--- src/rtl/seq_stage_ctrl.sv ---
// seq_stage_ctrl: read/activate sequencer. A start request issues `len` read
// beats; each beat travels through a DEPTH-stage token pipeline that advances
// only on en=1 edges, and raises `act` when it reaches the last stage.
//
// Ports:
//   clk       in   clock, rising edge
//   reset     in   asynchronous active-low reset
//   en        in   advance/qualify; 0 stalls pipeline, counters and FSM
//   start     in   start request, sampled in IDLE only
//   len       in   beats to issue, latched on start accept (0 = ignore start)
//   done      in   synchronous abort, overrides everything but reset
//   rd        out  first pipeline stage
//   act       out  last pipeline stage
//   stage     out  token occupancy of every stage
//   busy      out  sequencer not idle
//   act_cnt   out  act beats transferred since last start accept (wraps)
//   complete  out  one-cycle pulse after a normal finish
//   stall_cnt out  busy stall edges, saturating (0 unless SEQ_STAGE_CTRL_PERF_EN)
//
// Build option: define SEQ_STAGE_CTRL_PERF_EN to include the stall counter.
module seq_stage_ctrl #(
    parameter int unsigned DEPTH = 3,
    parameter int unsigned CNT_W = 8
) (
    input  logic             clk,
    input  logic             reset,
    input  logic             en,
    input  logic             start,
    input  logic [CNT_W-1:0] len,
    input  logic             done,
    output logic             rd,
    output logic             act,
    output logic [DEPTH-1:0] stage,
    output logic             busy,
    output logic [CNT_W-1:0] act_cnt,
    output logic             complete,
    output logic [15:0]      stall_cnt
);

    localparam int unsigned STALL_W = 16;

    typedef enum logic [1:0] {
        ST_IDLE  = 2'd0,
        ST_ISSUE = 2'd1,
        ST_DRAIN = 2'd2
    } state_e;

    state_e             state_q, state_d;
    logic [DEPTH-1:0]   pipe_q, pipe_d;
    logic [CNT_W-1:0]   issued_q, issued_d;
    logic [CNT_W-1:0]   len_q, len_d;
    logic [CNT_W-1:0]   act_cnt_q, act_cnt_d;
    logic               busy_q, busy_d;
    logic               complete_q, complete_d;

    logic               start_ok_c;
    logic               issue_last_c;
    logic               drain_last_c;

    // Start is only taken in IDLE, with a non-zero length, and never alongside an abort.
    assign start_ok_c   = (state_q == ST_IDLE) && start && !done && (len != '0);
    // This issuing edge emits the final beat.
    assign issue_last_c = (issued_q + CNT_W'(1)) == len_q;
    // After the next shift (with a 0 inserted) the pipeline is empty.
    assign drain_last_c = (pipe_q[DEPTH-2:0] == '0);

    // State register.
    always_ff @(posedge clk or negedge reset) begin
        if (!reset) begin
            state_q <= ST_IDLE;
        end else begin
            state_q <= state_d;
        end
    end

    // Next-state logic.
    always_comb begin
        state_d = state_q;
        if (done) begin
            state_d = ST_IDLE;
        end else begin
            case (state_q)
                ST_IDLE:  if (start_ok_c) state_d = ST_ISSUE;
                ST_ISSUE: if (en && issue_last_c) state_d = ST_DRAIN;
                ST_DRAIN: if (en && drain_last_c) state_d = ST_IDLE;
                default:  state_d = ST_IDLE;
            endcase
        end
    end

    // Datapath / output next values.
    always_comb begin
        pipe_d     = pipe_q;
        issued_d   = issued_q;
        len_d      = len_q;
        act_cnt_d  = act_cnt_q;
        complete_d = 1'b0;
        busy_d     = (state_d != ST_IDLE);

        // An act beat presented on the abort edge still transfers, so count it first.
        if (pipe_q[DEPTH-1] && en) begin
            act_cnt_d = act_cnt_q + CNT_W'(1);
        end

        if (done) begin
            pipe_d   = '0;
            issued_d = '0;
        end else begin
            case (state_q)
                ST_IDLE: begin
                    if (start_ok_c) begin
                        len_d     = len;
                        issued_d  = '0;
                        act_cnt_d = '0;
                    end
                end
                ST_ISSUE: begin
                    if (en) begin
                        pipe_d   = {pipe_q[DEPTH-2:0], 1'b1};
                        issued_d = issued_q + CNT_W'(1);
                    end
                end
                ST_DRAIN: begin
                    if (en) begin
                        pipe_d     = {pipe_q[DEPTH-2:0], 1'b0};
                        complete_d = drain_last_c;
                    end
                end
                default: ;
            endcase
        end
    end

    // Datapath registers.
    always_ff @(posedge clk or negedge reset) begin
        if (!reset) begin
            pipe_q     <= '0;
            issued_q   <= '0;
            len_q      <= '0;
            act_cnt_q  <= '0;
            busy_q     <= 1'b0;
            complete_q <= 1'b0;
        end else begin
            pipe_q     <= pipe_d;
            issued_q   <= issued_d;
            len_q      <= len_d;
            act_cnt_q  <= act_cnt_d;
            busy_q     <= busy_d;
            complete_q <= complete_d;
        end
    end

    assign rd       = pipe_q[0];
    assign act      = pipe_q[DEPTH-1];
    assign stage    = pipe_q;
    assign busy     = busy_q;
    assign act_cnt  = act_cnt_q;
    assign complete = complete_q;

`ifdef SEQ_STAGE_CTRL_PERF_EN
    logic [STALL_W-1:0] stall_cnt_q, stall_cnt_d;

    // Saturating count of stalled edges while busy; cleared by a new start.
    always_comb begin
        stall_cnt_d = stall_cnt_q;
        if (start_ok_c) begin
            stall_cnt_d = '0;
        end else if ((state_q != ST_IDLE) && !en && (stall_cnt_q != '1)) begin
            stall_cnt_d = stall_cnt_q + STALL_W'(1);
        end
    end

    always_ff @(posedge clk or negedge reset) begin
        if (!reset) begin
            stall_cnt_q <= '0;
        end else begin
            stall_cnt_q <= stall_cnt_d;
        end
    end

    assign stall_cnt = stall_cnt_q;
`else
    assign stall_cnt = '0;
`endif

endmodule

--- config.mk ---
export PLATFORM = sky130hd
export DESIGN_NAME = seq_stage_ctrl
export DESIGN_NICKNAME = d
export VERILOG_FILES = /design/src/rtl/seq_stage_ctrl.sv
export SDC_FILE = /design/constraint.sdc
export NUM_CORES = 1
export LEC_CHECK = 0
export BUFFER_PORTS_ARGS = -buffer_cell sky130_fd_sc_hd__buf_2
export CORE_MARGIN = 2
export CORE_UTILIZATION = 53
export DETAILED_ROUTE_END_ITERATION = 8
export PLACE_DENSITY = 0.83
export SLEW_MARGIN = 20
export SYNTH_ARGS = -nofsm -noshare
export SYNTH_HDL_FRONTEND = slang
export SYNTH_SLANG_ARGS = --single-unit
--- constraint.sdc ---
create_clock -name clk -period 2.1 [get_ports clk]
set_input_delay 0.105 -clock clk [delete_from_list [all_inputs] [get_ports clk]]
set_output_delay 0.105 -clock clk [all_outputs]
set_load 0.02 [all_outputs]
==> metrics.sh <==
POSTLAYOUTCOREUTIL_PCT=62.62
WORSTPATHCELLLIST='dlygate4sd3_1 -> buf_2 -> or4_4 -> o21ai_2 -> buf_4 -> o2bb2ai_1 -> a21oi_1 -> nor2_1'
CRITICAL_PATH.SLOWEST_CELL='sky130_fd_sc_hd__or4_4'
TOP_LEVEL_PORTS=44
AREA_GROWTH_SYN_TO_LAYOUT_PCT=14.12
FINAL_NETS=259
SYN_AREA_UM2=1817
FINALHOLDVIOLCOUNT=0
OUTCOME='finished clean'
SYNTH.TOP_CELL.AREA_SHARE_PCT=42.70
NUM_VIAS=1461
SYNTH.DISTINCT_CELLS=40
CRITICALPATHCATEGORY='in2reg'
SYNTHARSTFLOPSHARE_PCT=100.0
YOSYS.CELL_COUNT.TOP_TYPE='sky130_fd_sc_hd__nand2_1'
CLKSINKCOUNT=31
GRT_FIRST_PASS_WIRELENGTH_UM=6134
POWER_mW=1.305
DRC=0
ANTENNA_VIOLATIONS_BEFORE_REPAIR=0
CRITPATHREQUIREDTIME_PS=2370
WORST_SKEW_PAIR.LATE_LATENCY_PS=330
WL_PER_CELL_UM=12.37
H-TREE-DEPTH=2
SLEW_VIOLATIONS=0
FIN_CRIT_PS=1800
NETLIST_TOP_CELLS_AREA='sky130_fd_sc_hd__dfrtp_1 43%, sky130_fd_sc_hd__buf_4 7.4%, sky130_fd_sc_hd__nand2_1 7.2%, sky130_fd_sc_hd__xor2_1 5.3%, sky130_fd_sc_hd__nor2_1 4.8%'
SYNTH_TOP_AREA_CELL='sky130_fd_sc_hd__dfrtp_1'
TIMING.CRITICAL_PATH.TO_TYPE='register'
SW_FRAC_OF_TOTAL_PCT=30.60
MIN-DELAY-START='en'
P_INT_mW=0.9057
ANT_NETS=0
NUMBER_OF_SYNTHESIZED_FLOPS_WITH_AN_ENABLE_PIN=0
STARTPOINT_TYPE='input pin'
DETAILEDROUTE.FIRSTITERATIONVIOLATIONS=49
CLK_PATH_BUF_DEPTH=2
MAXCAPVIOLCOUNT=0
POST_ROUTE_CELLS_DRIVE_ABOVE_1_SHARE_PCT=17.21
NUM_ANTENNA_CELLS=0
FINAL.PERIOD_UTILIZATION_PCT=85.73
CTS_TREE='done'
CTS-RESIZED-GATES=0
GRTUSAGETOTAL_PCT=19.97
PLACED_AREA_UM2=1927
MET3ROUTEDLENGTH_UM=174
POST-ROUTE-CELL-AREA_UM2=2073
R2R_START='issued_q[2]'
POWER_DENSITY_nW_PER_UM2=629.5
FMAXACHIEVABLE_MHz=555.5
FLOORPLAN.INITIALDENSITY_PCT=54.88
MIN_DELAY_PATH_DEPTH=3
HOLD_PATH_CLASS='in2reg'
SYNTH_FLOP_CELL='sky130_fd_sc_hd__dfrtp_1'
TIMING.CRITICAL_PATH.BUF_INV=3
POSTCTSSETUPBUFFERS=0
SYN_AVG_CELL_AREA_UM2=8.819
R2R-END='state_q[0]'
M1WIRELENGTH_UM=1624
PORT_BUFFERS=27
CELL_FAMILY_WITH_MOST_CP_DELAY='buffers and inverters'
SEQ_POWER_SHARE_PCT=52.2
CTS_INSERTED_BUFFERS=5
SYNTH_SEQUENTIAL_AREA_RATIO_PCT=42.70
AVGVIACOUNTPERCELL=5.038
GRT_PASS1_VIAS=1361
IR_WORST_VDD_uV=475.2
CRITICAL_PATH_DEPTH=8
WORST_SLACK_PS=299.7
DIEHEIGHT_UM=62.55
POST_SYNTHESIS_INSTANCE_TOTAL=206
R2R_SETUP_SLACK_PS=330
DIE-AREA_UM2=3912
CLK_PIN_SLEW_PS=90
GRT_START_MAX_NET_PINS=32
GP_CONGESTION=0.8338
ROOT_BUFFER='sky130_fd_sc_hd__clkbuf_4'
PLACEABLECOREAREA_UM2=3311
WL_MET2_UM=1745
FF2FF_PATH_DEPTH=5
WORST_PIN_SLEW_PS=679.5
SLEW_HEADROOM_PCT=54.70
YOSYS_WARNINGS=0
RSZ0062_AT_GRT='false'
HIGHEST-SIGNAL-LAYER='met4'
CP_PEAK_STAGE_DELAY_PS=550
ROUTED_WL_UM=3587
CRITPATHARRIVALTIME_PS=2070
COMB_POWER_SHARE_PCT=21.0
PLACE_WORST_SETUP_SLACK_PS=342.4
FINAL.SETUP_SKEW_PS=6.606
SYNTH_TOP_CELLS_BY_COUNT='35 x sky130_fd_sc_hd__nand2_1, 31 x sky130_fd_sc_hd__dfrtp_1, 23 x sky130_fd_sc_hd__nor2_1'
POSTSYNTHREGISTERBITS=31
PWR-SHARE-CLK_PCT=26.8
POWER.STATIC_LEAKAGE_nW=1.037
SETUP_VIOL=0
HOLDPATHEND='complete'
ROW_COUNT=21
SWITCHING_POWER_SUMMED_OVER_ALL_NETS_mW=0.3994
GLOBALROUTE.TOTALOVERFLOW=0
N_FILL_CELL=299
DP_HPWL_UM=2549
DRT_PASS1_ITERATIONS=4
TNS_PS=0
WORSTPATHMAXFANOUT=7
DIE_W_UM=62.55
-- cell type report --
type	instances	area [µm²]	share of cell area (%)
multi-input cells	165	924.6	44.60
flip-flops and latches	31	775.7	37.42
repair buffers	40	255.2	12.31
well taps	46	57.56	2.776
clock buffers	6	51.30	2.474
clock inverters	1	5.005	0.2414
inverters	1	3.754	0.1810
-- flip-flops by register name (all words and copies together), names as in the netlist --
register / cells
len_q: 8
complete: 1
busy: 1
stage: 3
state_q: 2
issued_q: 8
act_cnt: 8
-- repair_timing --
| action | CTS | global route |
|---|---|---|
| endpoints found under the setup margin | 0 | 0 |
| endpoints found under the hold margin | 39 | 0 |
| hold buffers | 9 | 0 |
-- through the flow --
step,hold slack (ps),cells
final,110.2,290
after global routing,114.7,290
after CTS,96.96,290
after detailed placement,184.4,274
after global placement,181.4,274
after floorplan,-190.6,221
-- power groups by stage --
stage,Sequential [mW],Clock (mW),Combinational [mW]
final,0.682,0.350,0.274
after global routing,0.688,0.382,0.307
after CTS,0.682,0.362,0.275
after detailed placement,0.694,0,0.261
after global placement,0.692,0,0.256
after floorplan,0.690,0,0.214
-- cell usage in the layout (no fill, tap or decap), types with 2 or more instances in the layout --
cell and n:
sky130_fd_sc_hd__or3_1 3, sky130_fd_sc_hd__nor4_1 2, sky130_fd_sc_hd__xnor2_1 5, sky130_fd_sc_hd__o21ai_1 6, sky130_fd_sc_hd__buf_4 4, sky130_fd_sc_hd__ha_1 2
sky130_fd_sc_hd__mux2i_1 2, sky130_fd_sc_hd__xor2_1 11, sky130_fd_sc_hd__o21ai_0 2, sky130_fd_sc_hd__buf_2 27, sky130_fd_sc_hd__o31ai_1 2, sky130_fd_sc_hd__a21oi_1 13
sky130_fd_sc_hd__dfrtp_1 31, sky130_fd_sc_hd__nand2_1 35, sky130_fd_sc_hd__nand2b_1 4, sky130_fd_sc_hd__nor2_1 23, sky130_fd_sc_hd__dlygate4sd3_1 9, sky130_fd_sc_hd__nor3_1 4
sky130_fd_sc_hd__conb_1 16, sky130_fd_sc_hd__o21a_1 2, sky130_fd_sc_hd__and3_1 4, sky130_fd_sc_hd__nand3_1 12, sky130_fd_sc_hd__clkbuf_4 5, sky130_fd_sc_hd__a22o_1 2
-- worst max path at each step --
stage | startpoint | slack, ps | end
2_1_floorplan | state_q[0] | 540 | issued_q[5]
3_5_place_dp | issued_q[2] | 340 | state_q[0]
6_report | len[5] | 300 | issued_q[6]
4_1_cts | len[1] | 310 | issued_q[6]
5_1_grt | issued_q[2] | 150 | state_q[0]
3_3_place_gp | issued_q[2] | 420 | state_q[0]
-- kinds of logic (layout without fill, tap and decap cells) --
logic type	count (synthesis)	after routing	share of synthesized area, %
AND/OR/NAND/NOR	96	96	25.76
AO/OA/AOI/OAI	33	33	11.64
flip-flops	31	31	42.70
buffers and inverters	25	48	9.504
XOR/XNOR	16	16	7.713
adder cells (fa/ha/maj)	2	2	1.377
multiplexers	2	2	1.102
other	1	16	0.2064
-- routing by layer --
layer	track usage (%)	vias up
met5	0	-
met4	7.222	0
met1	25.35	665
met2	33.60	43
met3	4.324	5
li1	-	748
-- worst register-to-register path, stage by stage, from the launching register on --
cell and delay [ps]:
sky130_fd_sc_hd__dfrtp_1 470, sky130_fd_sc_hd__nand3_1 260, sky130_fd_sc_hd__nor3_1 410, sky130_fd_sc_hd__xnor2_1 160, sky130_fd_sc_hd__nand4_1 150, sky130_fd_sc_hd__o22a_1 210
Power figures use the tool's default switching activity.
